**src/rtl/logic_gate_unit_seq.sv**
```systemverilog
// rtl/logic_gate_unit_seq.sv - registered WIDTH-bit gate unit with valid/ready stage and truth-table sweep
module logic_gate_unit_seq #(
    parameter int WIDTH = 4
) (
    input  logic             clk,
    input  logic             rst,
    input  logic             mode,
    input  logic             start,
    input  logic [2:0]       op,
    input  logic             in_valid,
    output logic             in_ready,
    input  logic [WIDTH-1:0] a,
    input  logic [WIDTH-1:0] b,
    output logic             out_valid,
    input  logic             out_ready,
    output logic [WIDTH-1:0] result,
    output logic             busy,
    output logic             sweep_done,
    output logic [15:0]      signature
);

    localparam int CW = 2 * WIDTH;
    localparam logic [CW-1:0] CNT_ONE  = CW'(1);
    localparam logic [CW-1:0] CNT_LAST = {CW{1'b1}};

    typedef enum logic [1:0] {
        S_IDLE  = 2'd0,
        S_SWEEP = 2'd1,
        S_DONE  = 2'd2
    } state_t;

    state_t            state_q, state_d;
    logic [2:0]        op_q, op_d;
    logic [CW-1:0]     cnt_q, cnt_d;
    logic [15:0]       sig_q, sig_d;
    logic [WIDTH-1:0]  result_q, result_d;
    logic              out_valid_q, out_valid_d;
    // Marks whether the beat in the output register came from the sweep
    // engine; an external beat left over from IDLE must drain without
    // being folded into the signature or advancing the counter.
    logic              out_sweep_q, out_sweep_d;

    logic              free;
    logic              out_fire;
    logic              sweep_accept;
    logic              last_accept;
    logic [CW-1:0]     next_idx;

    function automatic logic [WIDTH-1:0] gate_f(
        input logic [2:0]       f_op,
        input logic [WIDTH-1:0] x,
        input logic [WIDTH-1:0] y
    );
        logic [WIDTH-1:0] r;
        r = '0;
        case (f_op)
            3'd0:    r = x & y;
            3'd1:    r = x | y;
            3'd2:    r = ~x;
            3'd3:    r = ~y;
            3'd4:    r = ~(x & y);
            3'd5:    r = ~(x | y);
            3'd6:    r = x ^ y;
            default: r = ~(x ^ y);
        endcase
        return r;
    endfunction

    assign free         = !out_valid_q || out_ready;
    assign out_fire     = out_valid_q && out_ready;
    assign sweep_accept = (state_q == S_SWEEP) && out_fire && out_sweep_q;
    assign last_accept  = sweep_accept && (cnt_q == CNT_LAST);
    // Index of the beat to load this cycle: if the current sweep beat is
    // leaving, the next one goes in right behind it for full throughput.
    assign next_idx     = sweep_accept ? (cnt_q + CNT_ONE) : cnt_q;

    assign in_ready   = !rst && (state_q == S_IDLE) && free;
    assign out_valid  = out_valid_q;
    assign result     = result_q;
    assign busy       = (state_q != S_IDLE);
    assign sweep_done = (state_q == S_DONE);
    assign signature  = sig_q;

    // Next-state, output-stage and sweep bookkeeping.
    always_comb begin
        state_d     = state_q;
        op_d        = op_q;
        cnt_d       = cnt_q;
        sig_d       = sig_q;
        result_d    = result_q;
        out_valid_d = out_valid_q;
        out_sweep_d = out_sweep_q;

        if (out_fire) begin
            out_valid_d = 1'b0;
        end

        case (state_q)
            S_IDLE: begin
                if (in_valid && in_ready) begin
                    result_d    = gate_f(op, a, b);
                    out_valid_d = 1'b1;
                    out_sweep_d = 1'b0;
                end
                if (start && mode) begin
                    state_d = S_SWEEP;
                    op_d    = op;
                    cnt_d   = '0;
                    sig_d   = '0;
                end
            end
            S_SWEEP: begin
                if (sweep_accept) begin
                    sig_d = {sig_q[14:0], sig_q[15]} ^ {{(16-WIDTH){1'b0}}, result_q};
                    cnt_d = cnt_q + CNT_ONE;
                end
                if (last_accept) begin
                    state_d = S_DONE;
                end else if (free) begin
                    result_d    = gate_f(op_q, next_idx[CW-1:WIDTH], next_idx[WIDTH-1:0]);
                    out_valid_d = 1'b1;
                    out_sweep_d = 1'b1;
                end
            end
            S_DONE: begin
                state_d = S_IDLE;
            end
            default: begin
                state_d = S_IDLE;
            end
        endcase
    end

    // State and datapath registers with synchronous active-high reset.
    always_ff @(posedge clk) begin
        if (rst) begin
            state_q     <= S_IDLE;
            op_q        <= '0;
            cnt_q       <= '0;
            sig_q       <= '0;
            result_q    <= '0;
            out_valid_q <= 1'b0;
            out_sweep_q <= 1'b0;
        end else begin
            state_q     <= state_d;
            op_q        <= op_d;
            cnt_q       <= cnt_d;
            sig_q       <= sig_d;
            result_q    <= result_d;
            out_valid_q <= out_valid_d;
            out_sweep_q <= out_sweep_d;
        end
    end

endmodule
```
**config.mk**
```make
export PLATFORM = sky130hd
export DESIGN_NAME = logic_gate_unit_seq
export DESIGN_NICKNAME = d
export VERILOG_FILES = /design/src/rtl/logic_gate_unit_seq.sv
export SDC_FILE = /design/constraint.sdc
export NUM_CORES = 1
export LEC_CHECK = 0
export CELL_PAD_IN_SITES_DETAIL_PLACEMENT = 0
export CELL_PAD_IN_SITES_GLOBAL_PLACEMENT = 1
export CORE_ASPECT_RATIO = 0.6
export CORE_UTILIZATION = 36
export CTS_BUF_LIST = sky130_fd_sc_hd__clkbuf_4
export CTS_CLUSTER_SIZE = 25
export DETAILED_ROUTE_END_ITERATION = 16
export HOLD_SLACK_MARGIN = 0.06
export PLACE_DENSITY_LB_ADDON = 0.2
export SKIP_CTS_REPAIR_TIMING = 1
export SLEW_MARGIN = 20
export SYNTH_ARGS = -nofsm -noshare
export SYNTH_HDL_FRONTEND = slang
export SYNTH_SLANG_ARGS = --single-unit
```
**constraint.sdc**
```tcl
create_clock -name clk -period 2.44 [get_ports clk]
set_input_delay 0.488 -clock clk [delete_from_list [all_inputs] [get_ports clk]]
set_output_delay 0.488 -clock clk [all_outputs]
set_load 0.1 [all_outputs]
```
==> impl_summary.txt, run 1 <==
----------------------------------------------------
[Run status]
  Status ... complete, no violations

[Power and ir drop]
  Static Leak ... between 1 and 1.5 nW
  Share of power burned in the clock network ... 30.8%
  Combinational Power Share ... a little over a quarter
  Cell area power density ... between 400 and 500 nW/um2
  Switching power as a share of total power ... about a third
  Worst-case vdd ir drop ... 290 uV
  Design internal power ... 0.945 mW
  Net Switching ... approximately 0.48 mW
  Power share of the sequential group ... a little over two fifths

[Timing]
  Final setup viols ... 0
  Final-report max-slew violation count ... 0
  Clock Skews ... between 6 and 7 ps
  Highest clock rate ... roughly 430 MHz
  Slew at the pin closest to its max-slew limit ... just over 500 ps
  Share of the clock period used by the worst path after layout ... 96.1%
  Final Worst Setup Slack ... about 95 ps
  Setup repair after global routing missed its margin ... true
  Min Clock Period, post-route ... 2340 ps
  Headroom to the max-slew limit ... approximately two thirds
  Fin. Hold Viols ... 0

[Final layout]
  Synth-to-layout area growth ... 37.4%
  Layout Cell Area excl Fill ... 3390 um2
  Commonest cells after routing, fill and taps aside ... sky130_fd_sc_hd__buf_4 (71), sky130_fd_sc_hd__nand2_1 (35), sky130_fd_sc_hd__dfxtp_1 (31)
  Final Net Count ... 432
  Layout cells sized above 1 ... 27.5%
  Diode count ... 0
  Most common cell after layout, fill and taps aside ... sky130_fd_sc_hd__buf_4
  Number of fill cells ... ~630

[Job]
  Number of maximum-capacitance constraint violations ... 0

[Yosys]
  Synth Flop Type ... sky130_fd_sc_hd__dfxtp_1
  Mean Syn Cell Area ... around 7.5 um2
  Post-synthesis sequential element count ... 35
  Number of flops mapped to enable cells by yosys ... 0
  Area of the mapped netlist ... between 2000 and 2500 um2
  Async set or reset register ratio after synthesis ... 0%
  Syn nets ... 360
  Number of distinct library cells after synthesis ... just over 50
  Proportion of synthesized chip area in sequential cells ... 28.4%
  Synthesis Warnings ... 0
  Cell count after synthesis ... 330

[Routing]
  DR iter-0 viols ... 231
  Via count ... around 2600
  Number of vias per cell after detailed routing ... ~5.3
  Number of design rule violations left after detail routing ... 0
  Post-detailed-route wirelength per cell ... ~15 um
  Total Routed Length ... just over 7000 um
  DRT antenna net count ... 0
  Total iterations of the first detailed-routing run ... 4

[Clocking]
  Sinks on Clock Net ... 35
  Total number of H-tree levels ... 2
  Clock Tree Buf Depth ... 2
  Clk Tree Root Cell ... sky130_fd_sc_hd__clkbuf_4
  Clock-pin slew on the worst setup and hold paths ... between 100 and 150 ps
  Num CTS Buffers ... 5
  Insertion delay of the later-clocked pin in the worst-skew pair ... ~350 ps
  CTS tree ... built

[Critical path]
  Worst setup EP type ... flop
  Arrival time at the worst endpoint ... ~2600 ps
  Critical path type ... flop to flop
  Kind of start point of the critical path ... flop
  Maximum net fanout on the critical path ... 7
  Critical Path RT ... roughly 2700 ps

[Die]
  Vertical die dimension ... about 66 um
  Ports placed on the boundary ... 41
  Floorplan core area ... approximately 6400 um2
  Die area ... 7210 um2
  FP Rows ... 22
  Initial Util ... 38.8%
  Die width ... about 110 um

[Placed design]
  Area of placed instances ... 3210 um2
  Post-Place Setup Slack ... -576 ps
  Global placer's final weighted congestion ... roughly 0.9
  IO buf count ... 40
  Placed wire-length estimate after detailed placement ... ~5500 um

[Global routing]
  GR Util All Layers ... around a fifth
  Wire length of the first global-routing pass ... between 10000 and 15000 um
  Aggregate global routing overflow ... 0
  Antenna violations before repair ... 0
  Vias in the first global route ... 2298
  Pin count of the biggest net entering global routing ... 37

[Hold path]
  Hold crit path type ... flop to flop

----------------------------------------------------
## per-stage QoR
| step | total power [mW] | setup TNS [ps] | utilization [%] | hold slack, ps | std cells |
|---|---|---|---|---|---|
| after floorplan | 0.861 | 0 | - | 505 | 330 |
| after global placement | 0.995 | -2040 | 50.4 | 455 | 475 |
| after detailed placement | 0.997 | -2330 | 50.4 | 463 | 475 |
| after CTS | 1.44 | -440 | 51.7 | 482 | 483 |
| after global routing | 1.49 | -77.8 | 53.4 | 502 | 487 |
| final | 1.43 | 0 | 53.4 | 480 | 487 |
## worst paths after layout
| check | startpoint | endpoint | slack, ps | cells past startpoint |
|---|---|---|---|---|
| setup / recovery | state_q[1] | result[3] | 100 | 12 |
| hold / removal | signature[13] | signature[13] | 480 | 2 |
| setup reg to reg | state_q[1] | result[3] | 100 | 12 |
| hold reg to reg | signature[13] | signature[13] | 480 | 2 |
## registers in the layout, indices dropped and copies added, names as in the netlist
register / count
result: 4
state_q: 2
cnt_q: 8
op_q: 3
out_sweep_q: 1
signature: 16
out_valid: 1
## critical path, stage by stage (launching register included)
cell and delay [ps]:
sky130_fd_sc_hd__dfxtp_1 320, sky130_fd_sc_hd__buf_4 150, sky130_fd_sc_hd__nor2b_2 190, sky130_fd_sc_hd__nand3_1 160, sky130_fd_sc_hd__nor2_2 190, sky130_fd_sc_hd__xor2_2 190, sky130_fd_sc_hd__inv_1 60, sky130_fd_sc_hd__ha_1 290
sky130_fd_sc_hd__nand3_1 90, sky130_fd_sc_hd__o211ai_1 100, sky130_fd_sc_hd__a21oi_1 130, sky130_fd_sc_hd__o221ai_1 130, sky130_fd_sc_hd__a32o_1 260
## per-layer routing
layer	wire length, um	GRT usage, %	vias to the layer above
met5	0	0	-
met3	338	3.94	7
met1	4030	32.9	1210
met4	39	4.05	0
met2	2870	30.1	59
li1	-	-	1314
## cells in the mapped netlist (2+ instances only)
master | number | area, um2
sky130_fd_sc_hd__nand2_1 | 36 | 135
sky130_fd_sc_hd__o211ai_1 | 4 | 30.0
sky130_fd_sc_hd__nor2b_1 | 6 | 37.5
sky130_fd_sc_hd__clkbuf_1 | 18 | 67.6
sky130_fd_sc_hd__o221ai_1 | 2 | 17.5
sky130_fd_sc_hd__a31oi_1 | 2 | 12.5
sky130_fd_sc_hd__o21a_1 | 2 | 15.0
sky130_fd_sc_hd__nand2b_1 | 5 | 31.3
sky130_fd_sc_hd__mux2i_1 | 7 | 70.1
sky130_fd_sc_hd__nor3_1 | 5 | 25.0
sky130_fd_sc_hd__or2_2 | 3 | 18.8
sky130_fd_sc_hd__buf_2 | 3 | 15.0
sky130_fd_sc_hd__a21oi_1 | 29 | 145
sky130_fd_sc_hd__a22oi_1 | 2 | 15.0
sky130_fd_sc_hd__nand3_1 | 24 | 120
sky130_fd_sc_hd__o22ai_1 | 3 | 18.8
sky130_fd_sc_hd__nand3b_1 | 2 | 15.0
sky130_fd_sc_hd__xor2_1 | 9 | 78.8
sky130_fd_sc_hd__xnor2_1 | 8 | 70.1
sky130_fd_sc_hd__nand4_1 | 5 | 31.3
sky130_fd_sc_hd__inv_1 | 19 | 71.3
sky130_fd_sc_hd__a32o_1 | 2 | 20.0
sky130_fd_sc_hd__and3_1 | 4 | 25.0
sky130_fd_sc_hd__a21boi_0 | 2 | 15.0
sky130_fd_sc_hd__nor2_1 | 31 | 116
sky130_fd_sc_hd__o21ai_0 | 12 | 60.1
sky130_fd_sc_hd__mux4_2 | 2 | 45.0
sky130_fd_sc_hd__nor4_1 | 3 | 18.8
sky130_fd_sc_hd__dfxtp_1 | 35 | 701
sky130_fd_sc_hd__ha_1 | 13 | 163
sky130_fd_sc_hd__buf_1 | 4 | 15.0
sky130_fd_sc_hd__a311oi_1 | 3 | 26.3
sky130_fd_sc_hd__a211oi_1 | 7 | 52.6
## power groups by stage
stage / clock network (mW) / registers, mW / logic (mW)
final: 0.440 / 0.606 / 0.382
after CTS: 0.453 / 0.606 / 0.379
after global routing: 0.474 / 0.609 / 0.411
after floorplan: 0 / 0.666 / 0.195
after global placement: 0 / 0.619 / 0.376
after detailed placement: 0 / 0.619 / 0.378
## final cells by class
| class | instances | area (um2) | share of cell area (%) |
|---|---|---|---|
| clock buffers | 5 | 37.5 | 1.11 |
| clock inverters | 3 | 43.8 | 1.29 |
| inverters | 19 | 71.3 | 2.10 |
| multi-input cells | 251 | 1690 | 49.8 |
| flip-flops and latches | 35 | 708 | 20.9 |
| well taps | 84 | 105 | 3.10 |
| repair buffers | 90 | 738 | 21.7 |
## cell families after synthesis
kind of cell	after synthesis	synth area share [%]
buffers and inverters	44	6.84
XOR/XNOR	17	6.03
flip-flops	35	28.4
AO/OA/AOI/OAI	84	22.8
AND/OR/NAND/NOR	127	24.3
multiplexers	10	5.12
adder cells (fa/ha/maj)	13	6.59
Power figures use the tool's default switching activity.
==> run 2: changes to the inputs <==
Settings changed: HOLD_SLACK_MARGIN 0.06 to 0.1.
==> results of run 2 <==
Same layout as run 1: the final DEF is identical, and so are final timing and power.
